## config.mk

```make
export PLATFORM = sky130hd
export DESIGN_NAME = hdmi_period_scheduler
export DESIGN_NICKNAME = d
export VERILOG_FILES = /design/src/rtl/hdmi_period_scheduler.sv
export SDC_FILE = /design/constraint.sdc
export NUM_CORES = 1
export LEC_CHECK = 0
export ABC_AREA = 1
export CAP_MARGIN = 20
export CORE_MARGIN = 1
export CORE_UTILIZATION = 53
export DETAILED_ROUTE_END_ITERATION = 8
export GPL_ROUTABILITY_DRIVEN = 0
export MAX_ROUTING_LAYER = met4
export PLACE_DENSITY_LB_ADDON = 0.12
export SYNTH_ARGS = -nofsm -noshare
export SYNTH_HDL_FRONTEND = slang
export SYNTH_SLANG_ARGS = --single-unit
```

## constraint.sdc

```tcl
create_clock -name clk_pixel -period 2.65 [get_ports clk_pixel]
set_input_delay 0.53 -clock clk_pixel [delete_from_list [all_inputs] [get_ports clk_pixel]]
set_output_delay 0.53 -clock clk_pixel [all_outputs]
set_load 0.03 [all_outputs]
```

## src/rtl/hdmi_period_scheduler.sv

```systemverilog
`default_nettype none
// ============================================================================
// Module   : hdmi_period_scheduler
// Function : Per-pixel HDMI period sequencer (control / video / data island)
//            with packet-picker strobes, in the clk_pixel domain.
// Revision : 1.0 - initial release
// ============================================================================
module hdmi_period_scheduler #(
  parameter int BIT_WIDTH     = 10,
  parameter int BIT_HEIGHT    = 10,
  parameter int SCREEN_WIDTH  = 640,
  parameter int SCREEN_HEIGHT = 480,
  parameter int FRAME_WIDTH   = 800,
  parameter int FRAME_HEIGHT  = 525,
  parameter int DVI_OUTPUT    = 0
) (
  input  logic                  clk_pixel,
  input  logic                  reset_n,
  input  logic [BIT_WIDTH-1:0]  cx,
  input  logic [BIT_HEIGHT-1:0] cy,
  output logic [2:0]            mode,
  output logic                  packet_enable,
  output logic [4:0]            packet_pixel_counter,
  output logic                  video_field_end,
  output logic [4:0]            island_packet_index
);

  localparam logic [2:0] c_CTRL      = 3'd0;
  localparam logic [2:0] c_VID_DATA  = 3'd1;
  localparam logic [2:0] c_VID_GUARD = 3'd2;
  localparam logic [2:0] c_ISL_DATA  = 3'd3;
  localparam logic [2:0] c_ISL_GUARD = 3'd4;
  localparam logic [2:0] c_VID_PRE   = 3'd5;
  localparam logic [2:0] c_ISL_PRE   = 3'd6;

  localparam int c_NUM_AVAIL   = (FRAME_WIDTH - SCREEN_WIDTH - 40) / 32;
  localparam int c_NUM_PACKETS = (c_NUM_AVAIL > 18) ? 18 : c_NUM_AVAIL;
  localparam bit c_DVI         = (DVI_OUTPUT != 0);

  localparam logic [BIT_WIDTH-1:0]  c_ONE_X       = BIT_WIDTH'(1);
  localparam logic [BIT_HEIGHT-1:0] c_ONE_Y       = BIT_HEIGHT'(1);
  localparam logic [BIT_WIDTH-1:0]  c_ISL_START   = BIT_WIDTH'(SCREEN_WIDTH + 4);
  localparam logic [BIT_WIDTH-1:0]  c_VID_START   = BIT_WIDTH'(FRAME_WIDTH - 10);
  localparam logic [BIT_WIDTH-1:0]  c_LINE_LAST   = BIT_WIDTH'(FRAME_WIDTH - 1);
  localparam logic [BIT_WIDTH-1:0]  c_VDATA_LAST  = BIT_WIDTH'(SCREEN_WIDTH - 1);
  localparam logic [BIT_WIDTH-1:0]  c_PRE_LAST    = BIT_WIDTH'(7);
  localparam logic [BIT_WIDTH-1:0]  c_GUARD_LAST  = BIT_WIDTH'(1);
  localparam logic [BIT_WIDTH-1:0]  c_DATA_LAST   = BIT_WIDTH'(32 * c_NUM_PACKETS - 1);
  localparam logic [BIT_WIDTH-1:0]  c_LAST_PKT    = BIT_WIDTH'(32 * (c_NUM_PACKETS - 1));
  localparam logic [BIT_HEIGHT-1:0] c_SH          = BIT_HEIGHT'(SCREEN_HEIGHT);
  localparam logic [BIT_HEIGHT-1:0] c_VFE_Y       = BIT_HEIGHT'(SCREEN_HEIGHT - 1);
  localparam logic [BIT_HEIGHT-1:0] c_FRAME_LAST  = BIT_HEIGHT'(FRAME_HEIGHT - 1);

  generate
    if (DVI_OUTPUT == 0 && c_NUM_PACKETS < 1) begin : g_num_packets_check
      $error("hdmi_period_scheduler: horizontal blanking too short for a data island");
    end
  endgenerate

  logic [2:0]            r_state;
  logic [BIT_WIDTH-1:0]  r_cnt;
  logic                  r_tail;
  logic [BIT_WIDTH-1:0]  r_prev_cx;
  logic                  r_packet_enable;
  logic [4:0]            r_ppc;
  logic [4:0]            r_idx;
  logic                  r_vfe;

  logic [2:0]            w_state;
  logic [BIT_WIDTH-1:0]  w_cnt;
  logic                  w_tail;
  logic [BIT_WIDTH-1:0]  w_cx_expect;
  logic [BIT_HEIGHT-1:0] w_cy_next;
  logic                  w_next_active;
  logic                  w_in_data;
  logic                  w_pe;
  logic [4:0]            w_ppc;
  logic [4:0]            w_idx;
  logic                  w_vfe;

  assign w_cx_expect   = (r_prev_cx == c_LINE_LAST) ? '0 : r_prev_cx + c_ONE_X;
  assign w_cy_next     = (cy == c_FRAME_LAST) ? '0 : cy + c_ONE_Y;
  assign w_next_active = (w_cy_next < c_SH);

  // r_cnt is the 0-based pixel index within the current period
  always_comb begin
    w_state = r_state;
    w_cnt   = r_cnt + c_ONE_X;
    w_tail  = r_tail;
    if (r_state != c_CTRL && cx != w_cx_expect) begin
      w_state = c_CTRL;
      w_cnt   = '0;
      w_tail  = 1'b0;
    end else begin
      case (r_state)
        c_CTRL: begin
          w_cnt  = '0;
          w_tail = 1'b0;
          if (c_DVI) begin
            if (cx == '0 && cy < c_SH) w_state = c_VID_DATA;
          end else if (cx == c_ISL_START) begin
            w_state = c_ISL_PRE;
          end else if (cx == c_VID_START && w_next_active) begin
            w_state = c_VID_PRE;
          end
        end
        c_ISL_PRE: if (r_cnt == c_PRE_LAST) begin
          w_state = c_ISL_GUARD;
          w_cnt   = '0;
        end
        c_ISL_GUARD: if (r_cnt == c_GUARD_LAST) begin
          w_cnt   = '0;
          w_state = r_tail ? c_CTRL : c_ISL_DATA;
          w_tail  = 1'b0;
        end
        c_ISL_DATA: if (r_cnt == c_DATA_LAST) begin
          w_state = c_ISL_GUARD;
          w_cnt   = '0;
          w_tail  = 1'b1;
        end
        c_VID_PRE: if (r_cnt == c_PRE_LAST) begin
          w_state = c_VID_GUARD;
          w_cnt   = '0;
        end
        c_VID_GUARD: if (r_cnt == c_GUARD_LAST) begin
          w_state = c_VID_DATA;
          w_cnt   = '0;
        end
        c_VID_DATA: if (r_cnt == c_VDATA_LAST) begin
          w_state = c_CTRL;
          w_cnt   = '0;
        end
        default: begin
          w_state = c_CTRL;
          w_cnt   = '0;
          w_tail  = 1'b0;
        end
      endcase
    end
  end

  assign w_in_data = (w_state == c_ISL_DATA);
  assign w_ppc     = w_in_data ? w_cnt[4:0] : 5'd0;
  assign w_idx     = w_in_data ? 5'(w_cnt >> 5)
                   : (w_state == c_ISL_GUARD && w_tail) ? r_idx : 5'd0;
  // One strobe ahead of every packet: last leading guard, then each packet end but the final one
  assign w_pe      = !c_DVI &&
                     ((w_state == c_ISL_GUARD && !w_tail && w_cnt == c_GUARD_LAST) ||
                      (w_in_data && w_cnt[4:0] == 5'd31 && w_cnt < c_LAST_PKT));
  assign w_vfe     = (cx == c_VDATA_LAST) && (cy == c_VFE_Y);

  always_ff @(posedge clk_pixel or negedge reset_n) begin
    if (!reset_n) begin
      r_state         <= c_CTRL;
      r_cnt           <= '0;
      r_tail          <= 1'b0;
      r_prev_cx       <= '0;
      r_packet_enable <= 1'b0;
      r_ppc           <= 5'd0;
      r_idx           <= 5'd0;
      r_vfe           <= 1'b0;
    end else begin
      r_state         <= w_state;
      r_cnt           <= w_cnt;
      r_tail          <= w_tail;
      r_prev_cx       <= cx;
      r_packet_enable <= w_pe;
      r_ppc           <= w_ppc;
      r_idx           <= w_idx;
      r_vfe           <= w_vfe;
    end
  end

  assign mode                 = r_state;
  assign packet_enable        = r_packet_enable;
  assign packet_pixel_counter = r_ppc;
  assign video_field_end      = r_vfe;
  assign island_packet_index  = r_idx;

endmodule
`default_nettype wire

```

After elaboration in Yosys (flattened, before gate mapping)
Index checks and enable logic that the tools add are counted.
{"block": "op_classes", "n_addsub": 3, "order_cmp": 2, "n_eq_ne": 22, "n_mux": 26, "n_reduce_logical": 15}
{"operator": "two-way mux 10 bit", "n": 7}
{"operator": "== test 10 bit, second input constant", "n": 6}
{"operator": "case mux 10 bit (4 select lines)", "n": 1}
{"operator": "adder 10 x 1 -> 10 bit, second input constant", "n": 3}
{"operator": "two-way mux 3 bit", "n": 9}
{"operator": "case mux 3 bit (7 select lines)", "n": 1}
{"operator": "== test 10 x 1 -> 1 bit, second input constant", "n": 2}
{"operator": "two-way mux 5 bit", "n": 3}
{"operator": "== test 3 bit, second input constant", "n": 4}
{"operator": "== test 10 x 3 -> 1 bit, second input constant", "n": 1}
{"operator": "== test 10 x 7 -> 1 bit, second input constant", "n": 1}
{"operator": "== test 10 x 9 -> 1 bit, second input constant", "n": 1}
{"operator": "< comparator 10 x 7 -> 1 bit, second input constant", "n": 1}
{"operator": "< comparator 10 x 9 -> 1 bit, second input constant", "n": 1}
{"operator": "!= test 10 bit", "n": 1}
{"operator": "== test 3 x 2 -> 1 bit, second input constant", "n": 3}
{"operator": "logical AND 1 bit", "n": 8}
{"operator": "== test 5 bit, second input constant", "n": 1}
{"operator": "OR reduction 2 bit", "n": 2}
{"operator": "OR reduction 4 bit", "n": 1}
{"operator": "== test 3 x 1 -> 1 bit, second input constant", "n": 1}
{"operator": "zero test 3 bit", "n": 1}
{"operator": "two-way mux 1 bit", "n": 3}
{"operator": "case mux 1 bit (3 select lines)", "n": 1}
{"operator": "5 further kinds", "n": 5}
{"block": "word_totals", "reg_bits": 36, "in_bits": 22, "word_cells": 76}

Logic depth before layout (Yosys ltp)
Gate-level depths: netlist of run 1.
{"block": "depth", "word_depth": 12, "depth_mapped": 18, "ltp_nobuf": 16}

Least setup slack after synthesis of run 1
OpenSTA, ideal clock, no wires.
{"block": "synth_timing", "path_kind": "register to register", "start": "reg r_state[0] (netlist: mode[0])", "end": "reg r_packet_enable (netlist: packet_enable)", "setup_ns": 0.073, "arrival_time_ns": 2.145, "slack_ns": 0.432, "stages_incl_launch_ff": 14, "cell_sequence": "dfrtp_1 > inv_1 > ha_1 > nand2_1 > inv_1 > o21ai_0 > nand4_4 > nand2_1 > inv_1 > nand2_1 > nand2_1 > nor2_1 > nand3_1 > a21oi_2"}
{"block": "synth_via", "elab_chain_len": 8, "elab_cells_between_ends": 37}
{"element": "start, declared", "line": "60", "rtl": "logic [2:0] r_state;"}
{"element": "start signal, assigned", "line": "154", "rtl": "r_state <= c_CTRL;"}
{"element": "start signal, assigned", "line": "163", "rtl": "r_state <= w_state;"}
{"element": "parallel branches: the longest is 7 deep, another holds < comparator 10 x 7 -> 1 bit"}
{"element": "logical OR 1 bit (*)", "line": "148", "rtl": "((w_state == c_ISL_GUARD && !w_tail && w_cnt == c_GUARD_LAST) ||"}
{"element": "named net w_pe", "line": "76", "rtl": "logic w_pe;"}
{"element": "end signal, assigned", "line": "167", "rtl": "r_packet_enable <= w_pe;"}
{"element": "end, declared", "line": "64", "rtl": "logic r_packet_enable;"}
Mark *: on every way through the listed nets, which the timed path passes.
A chain may end at the register's enable or synchronous reset.

Worst setup path after layout of run 1
{"block": "layout_timing", "start": "reg r_prev_cx[1]", "end": "reg r_packet_enable (netlist: packet_enable)"}
{"block": "layout_via", "elab_chain_len": 9, "elab_cells_between_ends": 19}
{"element": "start, declared", "line": "63", "rtl": "logic [BIT_WIDTH-1:0] r_prev_cx;"}
{"element": "start signal, assigned", "line": "157", "rtl": "r_prev_cx <= '0;"}
{"element": "start signal, assigned", "line": "166", "rtl": "r_prev_cx <= cx;"}
{"element": "adder 10 x 1 -> 10 bit / == test 10 bit (equally long branches)", "line": "81", "rtl": "assign w_cx_expect = (r_prev_cx == c_LINE_LAST) ? '0 : r_prev_cx + c_ONE_X;"}
{"element": "two-way mux 10 bit (*)", "line": "81"}
{"element": "!= test 10 bit (*)", "line": "90", "rtl": "if (r_state != c_CTRL && cx != w_cx_expect) begin"}
{"element": "logical AND 1 bit (*)", "line": "90"}
{"element": "parallel branches: the longest is 4 deep, another holds < comparator 10 x 7 -> 1 bit"}
{"element": "logical OR 1 bit (*)", "line": "148"}
{"element": "named net w_pe", "line": "76"}
Marks and branches as above.

==> results of run 1 <==
## logic make-up after synthesis
logic type / Yosys count
AOI/OAI and AO/OA: 26
buffers and inverters: 72
and+or+nand+nor: 227
xor gates and xnor gates: 4
DFF: 36
adders and majority gates: 7
## layout by cell type (no fill, tap or decap), types with 7 or more instances in the layout
| master | synthesis | final |
|---|---|---|
| sky130_fd_sc_hd__inv_1 | 66 | 66 |
| sky130_fd_sc_hd__nor2_1 | 42 | 42 |
| sky130_fd_sc_hd__ha_1 | 7 | 7 |
| sky130_fd_sc_hd__dfrtp_1 | 36 | 36 |
| sky130_fd_sc_hd__nand2_1 | 95 | 95 |
| sky130_fd_sc_hd__clkdlybuf4s50_1 | 0 | 35 |
| sky130_fd_sc_hd__nand3_1 | 40 | 40 |
| sky130_fd_sc_hd__nand4_1 | 16 | 16 |
| sky130_fd_sc_hd__o21ai_0 | 9 | 8 |
## power by group
part / total (mW) / switching [mW] / internal (mW)
clock network: 0.474 / 0.196 / 0.278
registers: 0.607 / 0.0341 / 0.573
logic: 0.725 / 0.460 / 0.265
## stage by stage
stage / utilization, % / setup TNS [ns] / cell area [um2] / hold slack (ns)
2_1_floorplan: - / 0 / 2570 / 0.234
3_3_place_gp: 66.3 / 0 / 2990 / 0.533
3_5_place_dp: 66.3 / 0 / 2990 / 0.514
4_1_cts: 68.8 / 0 / 3100 / 0.348
5_1_grt: 69.8 / -0.0174 / 3140 / 0.377
6_report: 69.8 / 0 / 3140 / 0.318
## worst max-delay path, cell delays in order, from the launching register on
cell and delay [ns]:
sky130_fd_sc_hd__dfrtp_1 0.37, sky130_fd_sc_hd__ha_1 0.21, sky130_fd_sc_hd__nand2_2 0.11, sky130_fd_sc_hd__nor2_4 0.21, sky130_fd_sc_hd__nand3_4 0.14, sky130_fd_sc_hd__nand2_2 0.08
sky130_fd_sc_hd__nand2_1 0.04, sky130_fd_sc_hd__nand2_1 0.05, sky130_fd_sc_hd__nand3_1 0.07, sky130_fd_sc_hd__nor2_1 0.14, sky130_fd_sc_hd__nand3_1 0.14, sky130_fd_sc_hd__nand2_4 0.16
sky130_fd_sc_hd__buf_4 0.18, sky130_fd_sc_hd__nand2_1 0.13, sky130_fd_sc_hd__nand2_1 0.09, sky130_fd_sc_hd__nor2_1 0.04, sky130_fd_sc_hd__nand3_1 0.07, sky130_fd_sc_hd__a21oi_2 0.05
## how the worst max path moves through the flow
stage / start / endpoint / slack (ns) / cells after the start
after floorplan: mode[0] / packet_enable / 0.43 / 13
after global placement: cy[2] / packet_enable / 0.1 / 17
after detailed placement: cy[2] / packet_enable / 0.02 / 17
after CTS: r_prev_cx[0] / packet_enable / 0.1 / 17
after global routing: r_cnt[0] / packet_enable / -0.02 / 14
final: r_prev_cx[1] / packet_enable / 0.25 / 17
## layout make-up
class	instances	area, um2	share of cell area, %
sequential	36	901	28.7
multi-input combinational	265	1420	45.2
clock buffer	5	68.8	2.19
tap	52	65.1	2.07
timing repair buffer	40	385	12.3
clock inverter	3	42.5	1.35
inverter	69	259	8.24
## layer usage
layer	vias to the layer above	track usage, %	part of all wire [%]
li1	1282	-	-
met4	0	8.06	1.0
met1	1155	36.8	48
met3	10	5.06	6.8
met5	-	-	0
met2	106	40.0	44
## repair_timing
action	in CTS	in global routing
resized for setup	0	5
hold buffers	0	0
endpoints found under the setup margin	0	8
buffers inserted	0	1
## flip-flops by register name (all words and copies together) (netlist names)
register,flops
packet_enable,1
video_field_end,1
packet_pixel_counter,5
r_prev_cx,10
r_cnt,10
island_packet_index,5
r_tail,1
mode,3
==> results.toml, run 1 <==
[run_status]
run_status = "finished clean"

[setup_path]
setup.worst_path.end_class = "register"
worst_r2r_endpoint = "packet_enable"
regToRegSetupSlack_ns = 0.25
worst_setup_path_start_kind = "register"
r2r.worst_path.cells = 17
crit_type = "reg2reg"
required_arrival_time_at_the_worst_endpoint_ns = 2.83
critical_path_peak_fanout = 10
cp.arrival_ns = 2.58
rr_startpoint = "r_prev_cx[1]"

[clocking]
cts-htree-levels = 2
clk_pin_slew_worst_setup_hold_paths_ns = 0.07
cts_tree = "done"
clkSinkCount = 36
clock_insertion_delay_worst_skew_ns = 0.29
clock_path_buffers = 2
cts-buffers-inserted = 5
ctsRootBufferMaster = "sky130_fd_sc_hd__clkbuf_8"

[sta]
max-slew-margin-rel_pct = 48.1
post-route-period-util_pct = 90.5
final.setup.worst_slack_ns = 0.251
period_needed_ns = 2.40
timing.final.setup_violations = 0
worst_margin_slew_ns = 0.779
final_max_slew_viol_count = 0
timing.final.hold_violations = 0
fin_worst_skew_ns = 0.00350
maximum_clock_rate_mhz = 417

[synthesis]
yosys.cell_types.count = 33
largest_family_of_logic_cells_by_synthesized_area = "simple AND/OR/NAND/NOR gates"
synth.mux.area_fraction_pct = 0
compound_gate_portion_of_the_synthesized_area_pct = 6.47
yosys.area.top_type = "sky130_fd_sc_hd__dfrtp_1"
yosysWarnings = 0
synth_top_cells_by_area = "sky130_fd_sc_hd__dfrtp_1 35%, sky130_fd_sc_hd__nand2_1 14%, sky130_fd_sc_hd__inv_1 9.6%"
synthCells = 372
syn-mean-instance-area_um2 = 6.92
part_of_the_yosys_area_used_for_sequential_elements_pct = 35.0
dominantRegCellSynth = "sky130_fd_sc_hd__dfrtp_1"
synthArstFlopShare_pct = 100
synth-edff-count = 0
synth_most_common_cell = "sky130_fd_sc_hd__nand2_1"
synth_simple_gate_area_share_pct = 42.6
postSynthRegisterBits = 36
synth.cells.most_frequent = "95 x sky130_fd_sc_hd__nand2_1, 66 x sky130_fd_sc_hd__inv_1, 42 x sky130_fd_sc_hd__nor2_1, 40 x sky130_fd_sc_hd__nand3_1, 36 x sky130_fd_sc_hd__dfrtp_1"
synth_area_mm2 = 0.00257
yosys.area_share.xor_xnor_pct = 1.36
syn_nets = 401
yosys.area_share.adder_pct = 3.40
post-synth-top-area-fraction_pct = 35.0

[power_and_ir_drop]
cellLeakagePower_nw = 1.69
power_density_mw_per_mm2 = 575
total_power_of_the_final_layout_mw = 1.81
ir_drop_mv = 0.410

[place]
numPortBuffers = 36
hpwlAfterDp_um = 4770
dp_cells = 460
dp_worst_setup_slack_ns = 0.0203

[grt]
grt_util_all_layers_pct = 26.7
antenna_found_initial = 0
aggregate_global_routing_overflow = 0
grt_first_pass_wirelength_um = 10400
vias_in_the_first_global_route = 2365
grt_max_degree = 37

[detailed_routing]
antenna_violating_nets_post_route = 0
routed_wirelength_um = 6210
detail_route.drc_violations = 0
vias = 2553
drt_first_iter_violations = 208
wl_per_cell_um = 13.2
drt-vias-per-instance = 5.43
drtPass1Iterations = 4

[floorplan]
boundaryPins = 37
die_w_um = 71.7
initial_utilization_pct = 57.1
die-height_um = 71.7
placeableCoreArea_mm2 = 0.00450
die_area_mm2 = 0.00514
placement_rows = 24

[final_layout]
syn_to_final_growth_pct = 22.1
diodes = 0
final_layout_size_suffix_gt1_share_pct = 9.81
fillCellCount = 388
nets = 446
layout.cells.non_filler = 470

[worst_hold_path]
timing.hold.worst.class = "in2async"

[job]
drv_cap = 0
(Power assumes the default switching activity.)
==> run 2, diff against run 1 <==
--- a/config.mk
+++ b/config.mk
@@ -10,7 +10,9 @@
 export CORE_MARGIN = 1
 export CORE_UTILIZATION = 53
 export DETAILED_ROUTE_END_ITERATION = 8
+export DONT_BUFFER_PORTS = 1
 export GPL_ROUTABILITY_DRIVEN = 0
+export HOLD_SLACK_MARGIN = 0.15
 export MAX_ROUTING_LAYER = met4
 export PLACE_DENSITY_LB_ADDON = 0.12
 export SYNTH_ARGS = -nofsm -noshare
==> results.toml, run 2 (synthesized netlist as in run 1, its figures left out) <==
[run_status]
run_status = "finished clean"

[grt]
vias_in_the_first_global_route = 2200
grt_first_pass_wirelength_um = 10200
aggregate_global_routing_overflow = 0
grt_max_degree = 37
grt_util_all_layers_pct = 26.2
antenna_found_initial = 0

[power_and_ir_drop]
cell_internal_pwr_mw = 0.971
power.share.combinational_pct = 39.1
switching_share_pct = 41.4
power_density_mw_per_mm2 = 598
power.net_switching_mw = 0.687
share_clk_of_total_power_pct = 23.7
cellLeakagePower_nw = 1.56
power.sequential.fraction_pct = 37.3
ir_drop_mv = 0.334

[detailed_routing]
vias = 2424
drt_first_iter_violations = 216
detail_route.drc_violations = 0
drtPass1Iterations = 7
antenna_violating_nets_post_route = 0
routed_wirelength_um = 6120
drt-vias-per-instance = 5.59
wl_per_cell_um = 14.1

[clocking]
cts-htree-levels = 2
clock_insertion_delay_worst_skew_ns = 0.29
cts-buffers-inserted = 5
clock_path_buffers = 2
cts_tree = "done"
ctsRootBufferMaster = "sky130_fd_sc_hd__clkbuf_8"
cts_setup_buffers = 0
clk_pin_slew_worst_setup_hold_paths_ns = 0.08
clkSinkCount = 36

[sta]
worst_margin_slew_ns = 0.533
timing.final.hold_violations = 0
maximum_clock_rate_mhz = 417
max-slew-margin-rel_pct = 64.5
final_max_slew_viol_count = 0
setup_total_negative_slack_ns = 0
rsz_0062_raised_after_global_routing = "false"
fin_worst_skew_ns = 0.00898
timing.final.setup_violations = 0
period_needed_ns = 2.40
post-route-period-util_pct = 90.4
final.setup.worst_slack_ns = 0.254

[floorplan]
die_area_mm2 = 0.00514
placement_rows = 24
placeableCoreArea_mm2 = 0.00450
die_w_um = 71.7
boundaryPins = 37
die-height_um = 71.7
initial_utilization_pct = 57.1

[final_layout]
final_design_area_no_fill_mm2 = 0.00278
layout_common_cells = "95 x sky130_fd_sc_hd__nand2_1, 66 x sky130_fd_sc_hd__inv_1, 42 x sky130_fd_sc_hd__nor2_1, 40 x sky130_fd_sc_hd__nand3_1, 36 x sky130_fd_sc_hd__dfrtp_1"
final_layout_size_suffix_gt1_share_pct = 10.2
nets = 410
layout.cells.non_filler = 434
largest_registers = "r_cnt: 10 flops, r_prev_cx: 10 flops"
fillCellCount = 438
final_common_cell = "sky130_fd_sc_hd__nand2_1"
syn_to_final_growth_pct = 7.88
diodes = 0

[setup_path]
worst_setup_path_startpoint = "r_prev_cx[0]"
critical_path_peak_fanout = 13
rr_startpoint = "r_prev_cx[0]"
cp.arrival_ns = 2.62
worst_setup_path_start_kind = "register"
setup.worst_path.end_class = "register"
required_arrival_time_at_the_worst_endpoint_ns = 2.87
r2r.worst_path.cells = 15
worst_r2r_endpoint = "packet_enable"
regToRegSetupSlack_ns = 0.25
crit_type = "reg2reg"

[place]
placed_area_mm2 = 0.00263
numPortBuffers = 0
dp_worst_setup_slack_ns = 0.0850
dp_cells = 424
hpwlAfterDp_um = 4670

[worst_hold_path]
worstHoldPathCells = 0
worst_hold_startpoint = "cx[2]"
whs_endpoint = "r_prev_cx[2]"
timing.hold.worst.class = "in2reg"

[job]
drv_cap = 0
[run 2: cell types whose count changed in the layout (fill, tap and decap cells not counted), sizes merged]
cell           change
clkinv             +2
dlygate4sd3        +1
bufinv             -1
clkinvlp           -1
buf                -1
clkdlybuf4s50     -35
nand3              -1
[run 2: how the worst max path moves through the flow]
stage,end,slack [ns]
finish,packet_enable,0.25
global route,packet_enable,0.03
CTS,packet_enable,0.06
detailed placement,packet_enable,0.08
global placement,packet_enable,0.14
floorplan,packet_enable,0.43
[run 2: through the flow]
stage / util [%] / hold WS [ns] / power (mW)
floorplan: - / 0.234 / 1.11
global placement: 58.4 / 0.235 / 1.22
detailed placement: 58.4 / 0.235 / 1.22
CTS: 61.1 / 0.253 / 1.64
global route: 61.6 / 0.244 / 1.76
finish: 61.6 / 0.257 / 1.66
[run 2: area by class of cell]
class	count	area [um2]	share of cell area [%]
clock buffers	5	68.8	2.48
inverters	69	259	9.33
well taps	52	65.1	2.34
flip-flops and latches	36	901	32.5
clock inverters	3	18.8	0.676
repair buffers	5	52.6	1.89
multi-input cells	264	1410	50.8
[run 2: power by group through the flow]
| stage | sequential [mW] | clock, mW | combinational [mW] |
|---|---|---|---|
| CTS | 0.618 | 0.403 | 0.617 |
| global placement | 0.626 | 0 | 0.593 |
| finish | 0.618 | 0.392 | 0.648 |
| detailed placement | 0.629 | 0 | 0.596 |
| global route | 0.623 | 0.422 | 0.719 |
| floorplan | 0.632 | 0 | 0.476 |
[run 2: worst max-delay path, stage by stage, from the launching register on]
cell and delay (ns):
sky130_fd_sc_hd__dfrtp_1 0.42, sky130_fd_sc_hd__ha_1 0.22, sky130_fd_sc_hd__nand2_2 0.11, sky130_fd_sc_hd__nor2_4 0.16, sky130_fd_sc_hd__nand3_4 0.16, sky130_fd_sc_hd__nand2_2 0.09
sky130_fd_sc_hd__nand2_1 0.04, sky130_fd_sc_hd__nand2_1 0.05, sky130_fd_sc_hd__nand3_1 0.06, sky130_fd_sc_hd__nor2_1 0.14, sky130_fd_sc_hd__nand3_1 0.14, sky130_fd_sc_hd__nand2_4 0.20
sky130_fd_sc_hd__nand3_2 0.14, sky130_fd_sc_hd__nor2_4 0.17, sky130_fd_sc_hd__nand3_1 0.11, sky130_fd_sc_hd__a21oi_2 0.12
[run 2: what timing repair did]
item                                   in CTS  in global routing
endpoints found under the hold margin      36                  0
setup endpoints to repair                   0                  9
hold buffers                                2                  0
gates resized for setup                     0                  4
[run 2: layer usage]
metal | part of all wire, % | global-route usage [%] | up-vias
li1 | - | - | 1210
met1 | 51 | 38.3 | 1115
met2 | 42 | 37.8 | 93
met3 | 6.3 | 5.34 | 6
met4 | 0.72 | 5.23 | 0
met5 | 0 | - | -
==> run 3, diff against run 2 <==
--- a/config.mk
+++ b/config.mk
@@ -14,7 +14,8 @@
 export GPL_ROUTABILITY_DRIVEN = 0
 export HOLD_SLACK_MARGIN = 0.15
 export MAX_ROUTING_LAYER = met4
-export PLACE_DENSITY_LB_ADDON = 0.12
+export PLACE_DENSITY = 0.68
+export SKIP_CTS_REPAIR_TIMING = 1
 export SYNTH_ARGS = -nofsm -noshare
 export SYNTH_HDL_FRONTEND = slang
 export SYNTH_SLANG_ARGS = --single-unit
==> results.toml, run 3 (synthesized netlist as in run 1, its figures left out) <==
[detailed_routing]
drtPass1Iterations = 4
routed_wirelength_um = 6030
antenna_violating_nets_post_route = 0
wl_per_cell_um = 13.8
drt-vias-per-instance = 5.45
drt_first_iter_violations = 214
detail_route.drc_violations = 0
vias = 2383

[grt]
aggregate_global_routing_overflow = 0
grt_use_met3_pct = 7.88
globalRouteMet1Util_pct = 37.1
grt_util_all_layers_pct = 26.7
vias_in_the_first_global_route = 2267
busiest_layer = "met2"
grt.met2_usage_pct = 37.6
grt_max_degree = 37
grt_first_pass_wirelength_um = 10400
antenna_found_initial = 0

[place]
hpwlAfterDp_um = 4680
numPortBuffers = 0
dp_worst_setup_slack_ns = 0.0804

[clocking]
clock_insertion_delay_worst_skew_ns = 0.29
clock_path_buffers = 2
cts-buffers-inserted = 5
cts_tree = "done"
clkSinkCount = 36
clk_pin_slew_worst_setup_hold_paths_ns = 0.08
ctsRootBufferMaster = "sky130_fd_sc_hd__clkbuf_8"
cts-htree-levels = 2

[power_and_ir_drop]
total_power_of_the_final_layout_mw = 1.69
power_density_mw_per_mm2 = 603
cellLeakagePower_nw = 1.57
power.net_switching_mw = 0.688
cell_internal_pwr_mw = 0.999
ir_drop_mv = 0.415
power.share.combinational_pct = 40.7
switching_share_pct = 40.8
share_clk_of_total_power_pct = 23.4
power.sequential.fraction_pct = 35.9

[final_layout]
final_layout_size_suffix_gt1_share_pct = 10.9
final_common_cell = "sky130_fd_sc_hd__nand2_1"
largest_registers = "r_cnt: 10 flops, r_prev_cx: 10 flops"
layout_common_cells = "95 x sky130_fd_sc_hd__nand2_1, 66 x sky130_fd_sc_hd__inv_1, 42 x sky130_fd_sc_hd__nor2_1, 40 x sky130_fd_sc_hd__nand3_1, 36 x sky130_fd_sc_hd__dfrtp_1"
diodes = 0
multi_input_comb_area_mm2 = 0.00141
area.sequential_um2 = 901
utilization_pct = 62.1
nets = 413
syn_to_final_growth_pct = 8.75
fillCellCount = 410

[run_status]
run_status = "finished clean"

[setup_path]
worst_setup_path_start_kind = "register"
rr_startpoint = "r_prev_cx[0]"
r2r.worst_path.cells = 15
setup.worst_path.end_class = "register"
required_arrival_time_at_the_worst_endpoint_ns = 2.87
critical_path_peak_fanout = 12
crit_type = "reg2reg"
worst_setup_path_startpoint = "r_prev_cx[0]"
cp.arrival_ns = 2.62

[floorplan]
die_area_mm2 = 0.00514
placement_rows = 24
die-height_um = 71.7
initial_utilization_pct = 57.1
placeableCoreArea_mm2 = 0.00450
boundaryPins = 37
die_w_um = 71.7

[sta]
setup_total_negative_slack_ns = 0
worst_margin_slew_ns = 0.425
timing.final.setup_violations = 0
final_max_slew_viol_count = 0
fin_worst_skew_ns = 0.0113
post-route-period-util_pct = 90.5
period_needed_ns = 2.40
final.setup.worst_slack_ns = 0.253
max-slew-margin-rel_pct = 71.0
timing.final.hold_violations = 0
maximum_clock_rate_mhz = 417
rsz_0062_raised_after_global_routing = "false"

[job]
drv_cap = 0

[worst_hold_path]
timing.hold.worst.class = "in2reg"
worst_hold_startpoint = "cx[5]"
worstHoldPathCells = 0
-- run 3: changes by cell type in the layout (fill, tap and decap cells not counted) --
| cell | previous run | this run |
|---|---|---|
| sky130_fd_sc_hd__buf_4 | 3 | 6 |
-- run 3: power groups by stage --
stage               combinational [mW]  clock [mW]  sequential [mW]
floorplan                        0.476           0            0.632
global route                     0.771       0.429            0.611
detailed placement               0.608           0            0.617
finish                           0.688       0.395            0.606
global placement                 0.614           0            0.617
CTS                              0.613       0.404            0.607
-- run 3: worst max-delay path, stage by stage (launching register included) --
cell and delay (ns):
sky130_fd_sc_hd__dfrtp_1 0.41, sky130_fd_sc_hd__ha_1 0.22, sky130_fd_sc_hd__nand2_2 0.10, sky130_fd_sc_hd__nor2_4 0.15, sky130_fd_sc_hd__nand3_4 0.16, sky130_fd_sc_hd__nand2_2 0.09
sky130_fd_sc_hd__nand2_1 0.05, sky130_fd_sc_hd__nand2_1 0.05, sky130_fd_sc_hd__nand3_1 0.06, sky130_fd_sc_hd__nor2_1 0.15, sky130_fd_sc_hd__nand3_1 0.14, sky130_fd_sc_hd__nand2_4 0.20
sky130_fd_sc_hd__nand2_1 0.18, sky130_fd_sc_hd__nor2_4 0.15, sky130_fd_sc_hd__nand2_1 0.07, sky130_fd_sc_hd__a21oi_2 0.12
-- run 3: path summary, 6_finish.rpt --
check                                               to  slack (ns)
worst max-delay path                     packet_enable        0.25
worst min-delay path                      r_prev_cx[5]        0.26
worst max register to register           packet_enable        0.25
worst min register to register                r_cnt[0]        0.55
max in group asynchronous       island_packet_index[4]        1.77
min in group asynchronous                      mode[2]        0.68
-- run 3: metal layers --
metal  wire [um]  up-vias  part of all wire (%)
li1            -     1221                     -
met1        2890     1070                    48
met2        2580       82                    43
met3         492       10                   8.2
met4          65        0                   1.1
met5           0        -                     0
-- run 3: layout make-up --
| class | instances | share of cell area, % |
|---|---|---|
| inverter | 69 | 9.26 |
| multi-input combinational | 264 | 50.4 |
| clock buffer | 5 | 2.46 |
| clock inverter | 3 | 0.671 |
| sequential | 36 | 32.2 |
| timing repair buffer | 8 | 2.68 |
| tap | 52 | 2.33 |
-- run 3: per-stage QoR --
| step | cell area [um2] | cells | hold slack, ns |
|---|---|---|---|
| floorplan | 2570 | 372 | 0.234 |
| global placement | 2640 | 425 | 0.235 |
| detailed placement | 2640 | 425 | 0.235 |
| CTS | 2730 | 433 | -0.0862 |
| global route | 2800 | 437 | 0.245 |
| finish | 2800 | 437 | 0.257 |
